## config.mk

```make
export PLATFORM = sky130hd
export DESIGN_NAME = seq_mul_acc
export DESIGN_NICKNAME = d
export VERILOG_FILES = /design/src/rtl/seq_mul_acc.sv
export SDC_FILE = /design/constraint.sdc
export NUM_CORES = 1
export LEC_CHECK = 0
export BUFFER_PORTS_ARGS = -buffer_cell sky130_fd_sc_hd__buf_2
export CELL_PAD_IN_SITES_DETAIL_PLACEMENT = 1
export CELL_PAD_IN_SITES_GLOBAL_PLACEMENT = 1
export CORE_MARGIN = 8
export CORE_UTILIZATION = 37
export CTS_BUF_LIST = sky130_fd_sc_hd__clkbuf_8 sky130_fd_sc_hd__clkbuf_16
export DETAILED_ROUTE_END_ITERATION = 8
export PLACE_DENSITY_LB_ADDON = 0.25
export SLEW_MARGIN = 20
export SYNTH_ARGS = -nofsm -noshare
export SYNTH_HDL_FRONTEND = slang
export SYNTH_SLANG_ARGS = --single-unit
```

## constraint.sdc

```tcl
create_clock -name clk_i -period 3.7 [get_ports clk_i]
set_input_delay 0.74 -clock clk_i [delete_from_list [all_inputs] [get_ports clk_i]]
set_output_delay 0.74 -clock clk_i [all_outputs]
set_load 0.02 [all_outputs]
```

## src/rtl/seq_mul_acc.sv

```systemverilog
// +----------------------------------------------------------------------------+
// | Module  : seq_mul_acc                                                      |
// | Brief   : Sequential shift-add multiply-accumulate, out = acc + a*b mod    |
// |           2^(2N), one iteration every CLK_DIV_MULTIPLIER clocks.           |
// |           Optional macro MUL_EARLY_EXIT_EN stops once the multiplier is 0. |
// | Revision: 1.0 - initial release                                            |
// +----------------------------------------------------------------------------+
`default_nettype none

module seq_mul_acc #(
  parameter int N                  = 41,
  parameter int CLK_DIV_MULTIPLIER = 50
) (
  input  logic           clk_i,
  input  logic           rst_i,
  input  logic           MUL_Start_STRB_i,
  output logic           MUL_Done_STRB_o,
  output logic           busy_o,
  input  logic [2*N-1:0] a_i,
  input  logic [2*N-1:0] b_i,
  input  logic [2*N-1:0] acc_i,
  output logic [2*N-1:0] out_o
);

  localparam int W      = 2 * N;
  localparam int ITER_W = $clog2(W + 1);
  localparam int DIV_W  = (CLK_DIV_MULTIPLIER > 1) ? $clog2(CLK_DIV_MULTIPLIER) : 1;

  localparam logic [ITER_W-1:0] C_ITER_LAST = ITER_W'(W - 1);
  localparam logic [DIV_W-1:0]  C_DIV_LAST  = DIV_W'(CLK_DIV_MULTIPLIER - 1);

  typedef enum logic [1:0] {
    ST_IDLE = 2'd0,
    ST_RUN  = 2'd1,
    ST_DONE = 2'd2
  } state_t;

  state_t            r_state;
  state_t            w_state_next;
  logic [W-1:0]      r_sum;
  logic [W-1:0]      r_mcand;
  logic [W-1:0]      r_mplier;
  logic [ITER_W-1:0] r_iter;
  logic [DIV_W-1:0]  r_div;

  logic              w_load;
  logic              w_tick;
  logic              w_finish;
  logic [W-1:0]      w_sum_next;
  logic [W-1:0]      w_mplier_shr;

  assign w_tick       = (r_div == C_DIV_LAST);
  assign w_sum_next   = r_sum + (r_mplier[0] ? r_mcand : '0);
  assign w_mplier_shr = r_mplier >> 1;

  always_ff @(posedge clk_i) begin
    if (rst_i) begin
      r_state <= ST_IDLE;
    end else begin
      r_state <= w_state_next;
    end
  end

  always_comb begin
    w_state_next    = r_state;
    w_load          = 1'b0;
    w_finish        = 1'b0;
    MUL_Done_STRB_o = 1'b0;
    busy_o          = 1'b0;
    case (r_state)
      ST_IDLE: begin
        if (MUL_Start_STRB_i) begin
          w_load       = 1'b1;
          w_state_next = ST_RUN;
        end
      end
      ST_RUN: begin
        busy_o = 1'b1;
        if (w_tick) begin
`ifdef MUL_EARLY_EXIT_EN
          // Remaining multiplier bits all zero: further iterations add nothing.
          w_finish = (r_iter == C_ITER_LAST) || (w_mplier_shr == '0);
`else
          w_finish = (r_iter == C_ITER_LAST);
`endif
          if (w_finish) begin
            w_state_next = ST_DONE;
          end
        end
      end
      ST_DONE: begin
        MUL_Done_STRB_o = 1'b1;
        if (MUL_Start_STRB_i) begin
          w_load       = 1'b1;
          w_state_next = ST_RUN;
        end else begin
          w_state_next = ST_IDLE;
        end
      end
      default: w_state_next = ST_IDLE;
    endcase
  end

  // Unsigned shift-add; the low W bits match the two's complement product.
  always_ff @(posedge clk_i) begin
    if (rst_i) begin
      r_sum    <= '0;
      r_mcand  <= '0;
      r_mplier <= '0;
      r_iter   <= '0;
      r_div    <= '0;
      out_o    <= '0;
    end else begin
      if (w_load) begin
        r_sum    <= acc_i;
        r_mcand  <= a_i;
        r_mplier <= b_i;
        r_iter   <= '0;
        r_div    <= '0;
      end else if (r_state == ST_RUN) begin
        if (w_tick) begin
          r_div    <= '0;
          r_sum    <= w_sum_next;
          r_mcand  <= r_mcand << 1;
          r_mplier <= w_mplier_shr;
          r_iter   <= r_iter + ITER_W'(1);
        end else begin
          r_div <= r_div + DIV_W'(1);
        end
      end
      if (w_finish) begin
        out_o <= w_sum_next;
      end
    end
  end

endmodule

`default_nettype wire

```

[Word level (Yosys, flattened, before mapping)]
Index checks and enable logic that the tools add are counted.
Storage, ports and cells
  word-level logic and storage cells: 47
  register bits: 343
  bits of input ports: 249
Cells by class
  mux-type cells: 22
  equal/unequal tests: 7
  reduce and logical (&&, ||, !) cells: 8
  add/subtract/negate cells: 3
Operators with widths (count)
  $mux 82: 10
  $add 82x82->82: 1
  $add 7x1->7 const B: 1
  $eq 7x7->1 const B: 1
  $mux 1: 7
  $add 6x1->6 const B: 1
  $eq 6x6->1 const B: 1
  $mux 2: 3
  $mux 6: 1
  $ne 2x2->1 const B: 3
  $pmux 2 s3: 1
  $reduce_and 2->1: 2
  $reduce_bool 2->1: 2
  $reduce_or 2->1: 2
  $reduce_and 3->1: 1
  $eq 2x1->1 const B: 1
  $eq 2x2->1 const B: 1
  $logic_not 2->1: 1

[Longest topological paths before layout]
  depth after elaboration: 5
  depth in mapped cells: 15

[Worst setup path after synthesis]
Ideal clock, no wire load.
  kind: register to register
  start point: register r_mplier[0]
  end point: register out_o[79]
  arrival: 3.325 ns
  stages on the path, launching flop included: 16
  clock period less this slack: 3.447 ns
  path slack: 0.253 ns
  cells stage by stage: dfxtp_1 > clkbuf_1 > clkbuf_1 > and2_1 > ha_1 > buf_6 > a21oi_2 > o21ai_1 > a221o_1 > or2_0 > a2111oi_2 > nor2_2 > a211oi_4 > o21ai_2 > nor4b_4 > a311o_1
On the way
  cells in the longest elaborated chain, start to end: 2
Ends and longest elaborated chain
  from (decl): RTL line 42  | logic [W-1:0] r_mplier;
  from (signal assigned): RTL line 117  | r_mplier <= b_i;
  from (signal assigned): RTL line 125  | r_mplier <= w_mplier_shr;
  $mux 82: RTL line 53  | assign w_sum_next = r_sum + (r_mplier[0] ? r_mcand : '0);
  $add 82x82->82: RTL line 53
  to (signal assigned): RTL line 132  | out_o <= w_sum_next;
  to (decl): RTL line 22  | output logic [2*N-1:0] out_o
No other way between the ends.
A chain may end at the register's enable or synchronous reset.

[Worst setup path in the final report]
Same ends and word-level chain as after synthesis.

==> run_results.csv <==
group,metric,value,unit
floorplanning,start_util,37.4,%
logic_synthesis,synthCells,2517,
critical_path,crit_path_top_delay_cell,"a2111oi_4",
logic_synthesis,synthArstFlopShare,0,%
grt,overflow,0,
sta,setup_viol,0,
critical_path,setup.worst_path.end_class,"flop",
critical_path,rrSetupSlack,0.08,ns
sta,period_share,97.8,%
route,drt_iter0_markers,1136,
critical_path,worstSetupPathDepth,13,
route,vias,20300,
clocking,cts_tree,"done",
logic_synthesis,synth_common_cells,"nand2_1 (500), a21oi_1 (369), dfxtp_1 (343), a22oi_1 (196), clkbuf_1 (163)",
critical_path,worstSetupPathType,"flop to flop",
layout,drive_above_1_share,22.3,%
logic_synthesis,synth_area,19100,µm²
place,finalWeightedCongestion,0.904,
floorplanning,chipHeight,243,µm
logic_synthesis,synth_most_common_cell,"nand2_1",
logic_synthesis,synth_top_area_share,35.9,%
clocking,insertion_delay,0.57,ns
route,route.final.wire_length,74.7,mm
sta,fin_crit,3.62,ns
clocking,cts_buffers,39,
clocking,clkSlewWorstSetupHoldPaths,0.06,ns
grt,grt_antenna_before_repair,4,
pwr,power.density,372,nW/µm²
route,ant_nets,0,
sta,slew_headroom,23.9,%
min_path,min_path_type,"input pin to flop",
pwr,ir_drop,0.281,mV
route,dr.pass1.iters,5,
logic_synthesis,yosys.area.top_type,"dfxtp_1",
sta,finalHoldViolCount,0,
critical_path,max_stage_delay,0.45,ns
place,dp_cells,3530,
pwr,p_leak,9.90,nW
grt,grtUsageMet1,30.7,%
logic_synthesis,yosysWarnings,0,
floorplanning,core-area,51200,µm²
floorplanning,boundaryPins,333,
critical_path,startpoint,"r_mplier[0]$_SDFFE_PP0P_",
critical_path,r2r_cells,13,
critical_path,worstReg2RegEnd,"out_o[79]$_SDFFE_PP0P_",
clocking,clockRootBuffer,"clkbuf_16",
critical_path,path_max_fanout,49,
route,wl_per_cell,20.7,µm
logic_synthesis,ys_top_cells_by_area,"dfxtp_1 (36%), nand2_1 (9.8%), a21oi_1 (9.7%)",
logic_synthesis,synth_edf_count,0,
sta,fin_ws,0.0824,ns
grt,grt_max_degree,206,
floorplanning,num_rows,83,
critical_path,rr_startpoint,"r_mplier[0]$_SDFFE_PP0P_",
run_status,outcome,"finished clean",
route,drc,0,
logic_synthesis,ys_seq_elements,343,
grt,use_met3,3.44,%
sta,drv_slew,0,
logic_synthesis,synth_cell_types,73,
sta,skew,0.0124,ns
sta,fmax,276,MHz
place,place_ws,-0.350,ns
clocking,cts_buffer_depth,3,
grt,grt_pass1_wl,118,mm
logic_synthesis,synth_area_per_cell,7.60,µm²
grt,grt_busiest_layer,"met2",
sta,tightest_slew,1.14,ns
place,portBuffers,332,
grt,track_usage,24.0,%
sta,rsz0062_at_grt,"true",
critical_path,worstPathRequired,4.15,ns
layout,nNetsFinal,3227,
critical_path,endpoint,"out_o[79]$_SDFFE_PP0P_",
clocking,clkSinkCount,343,
critical_path,critPathArrivalTime,4.07,ns
grt,grt_use_met2,40.8,%
critical_path,cp_cell_sequence,"buf_12 -> and2_1 -> ha_1 -> a21oi_2 -> o21bai_1 -> a221o_1 -> or2_4 -> a2111oi_4 -> nor2_2 -> a211oi_4 -> o21ai_2 -> nor4b_4 -> a311o_1",
layout,area_growth_syn_to_layout,25.3,%
critical_path,start_kind,"flop",
place,dp_hpwl,54.9,mm
critical_path,cp_num_buf_inv,1,
flow_run,maxCapViolCount,0,
floorplanning,die_w,243,µm
critical_path,cp_top_family,"compound AO/OA/AOI/OAI gates",
logic_synthesis,yosysSeqAreaShare,35.9,%
logic_synthesis,syn-num-nets,2852,
floorplanning,die-area,59300,µm²
grt,first_global_vias,21500,
logic_synthesis,ys.flop_type,"dfxtp_1",
clocking,ctsHtreeMaxLevel,2,
route,via_per_inst,5.63,
layout,instances_no_fill,3606,
## tightest hold or removal path, delay by kind of cell
family                 cells  cell delay [ns]
buffers and inverters      1             0.09
AOI/OAI and AO/OA          1             0.05
and+or+nand+nor            1             0.04
## what timing repair did
action,in CTS,in global routing
pin swaps,5,8
gates resized for setup,13,39
hold buffers,0,0
endpoints found under the setup margin,22,64
setup buffers,0,1
## flip-flops by register name, summed over array words and instances (netlist names)
register	flops
r_mcand	82
r_state	2
out_o	82
r_mplier	82
r_div	6
r_iter	7
r_sum	82
## power breakdown
part           switching, W  internal (W)  leakage [nW]
Clock               0.00165       0.00215         0.668
Combinational      0.000668      0.000457          6.43
Sequential         0.000125       0.00387          2.81
## logic make-up after synthesis
family                     count (synthesis)  share of synthesized area [%]
xor gates and xnor gates                  76                           3.48
AOI/OAI and AO/OA                        875                           29.0
muxes                                      7                          0.366
DFF                                      343                           35.9
buffers and inverters                    222                           4.53
adders and majority gates                 86                           5.66
and+or+nand+nor                          908                           21.0
## area by class of cell
class,count,area (µm²)
multi-input cells,1952,11600
fillers,6388,27200
repair buffers,529,3250
well taps,680,851
inverters,27,101
clock buffers,46,1070
diodes,4,10.0
clock inverters,25,173
flip-flops and latches,343,6870
## stage by stage
| step | utilization (%) | hold WS, ns | power [W] | cell area, µm² | TNS (ns) |
|---|---|---|---|---|---|
| 2_1_floorplan | - | 0.437 | 0.00468 | 19100 | 0 |
| 3_3_place_gp | 44.0 | 0.442 | 0.00515 | 22500 | -0.412 |
| 3_5_place_dp | 44.0 | 0.446 | 0.00519 | 22500 | -2.23 |
| 4_1_cts | 46.5 | 0.381 | 0.00901 | 23800 | 0 |
| 5_1_grt | 46.8 | 0.408 | 0.00928 | 24000 | -0.379 |
| 6_report | 46.8 | 0.409 | 0.00892 | 24000 | 0 |
## how the worst min path moves through the flow
stage	start	depth (start not counted)	slack [ns]	endpoint
after floorplan	r_mplier[10]$_SDFFE_PP0P_	2	0.44	r_mplier[10]$_SDFFE_PP0P_
after global placement	out_o[48]$_SDFFE_PP0P_	2	0.44	out_o[48]$_SDFFE_PP0P_
after detailed placement	out_o[24]$_SDFFE_PP0P_	2	0.45	out_o[24]$_SDFFE_PP0P_
after CTS	b_i[81]	3	0.38	r_mplier[81]$_SDFFE_PP0P_
after global routing	b_i[81]	3	0.41	r_mplier[81]$_SDFFE_PP0P_
final	b_i[81]	3	0.41	r_mplier[81]$_SDFFE_PP0P_
## placed cells by master (no fill, tap or decap), drive strengths merged, types with 9 or more instances in the layout
cell type and instances:
a31oi 16, o21bai 20, a21o 37, xor2 26, clkinv 12, nand3 36, o211ai 10, clkbuf 46
a221oi 11, o22ai 11, o21a 14, nor2 147, buf 529, ha 85, o21ai 90, and2 85
nand2b 9, nand4 41, a211oi 14, xnor2 50, nor3 39, a311oi 42, inv 39, dfxtp 343
a22oi 196, a21oi 371, nand2 501, or3 9
## routing by layer
layer | up-vias | part of all wire (%)
li1 | 9774 | -
met1 | 9951 | 45
met2 | 451 | 48
met3 | 112 | 4.2
met4 | 0 | 2.8
met5 | - | 0
Power figures use the tool's default switching activity.
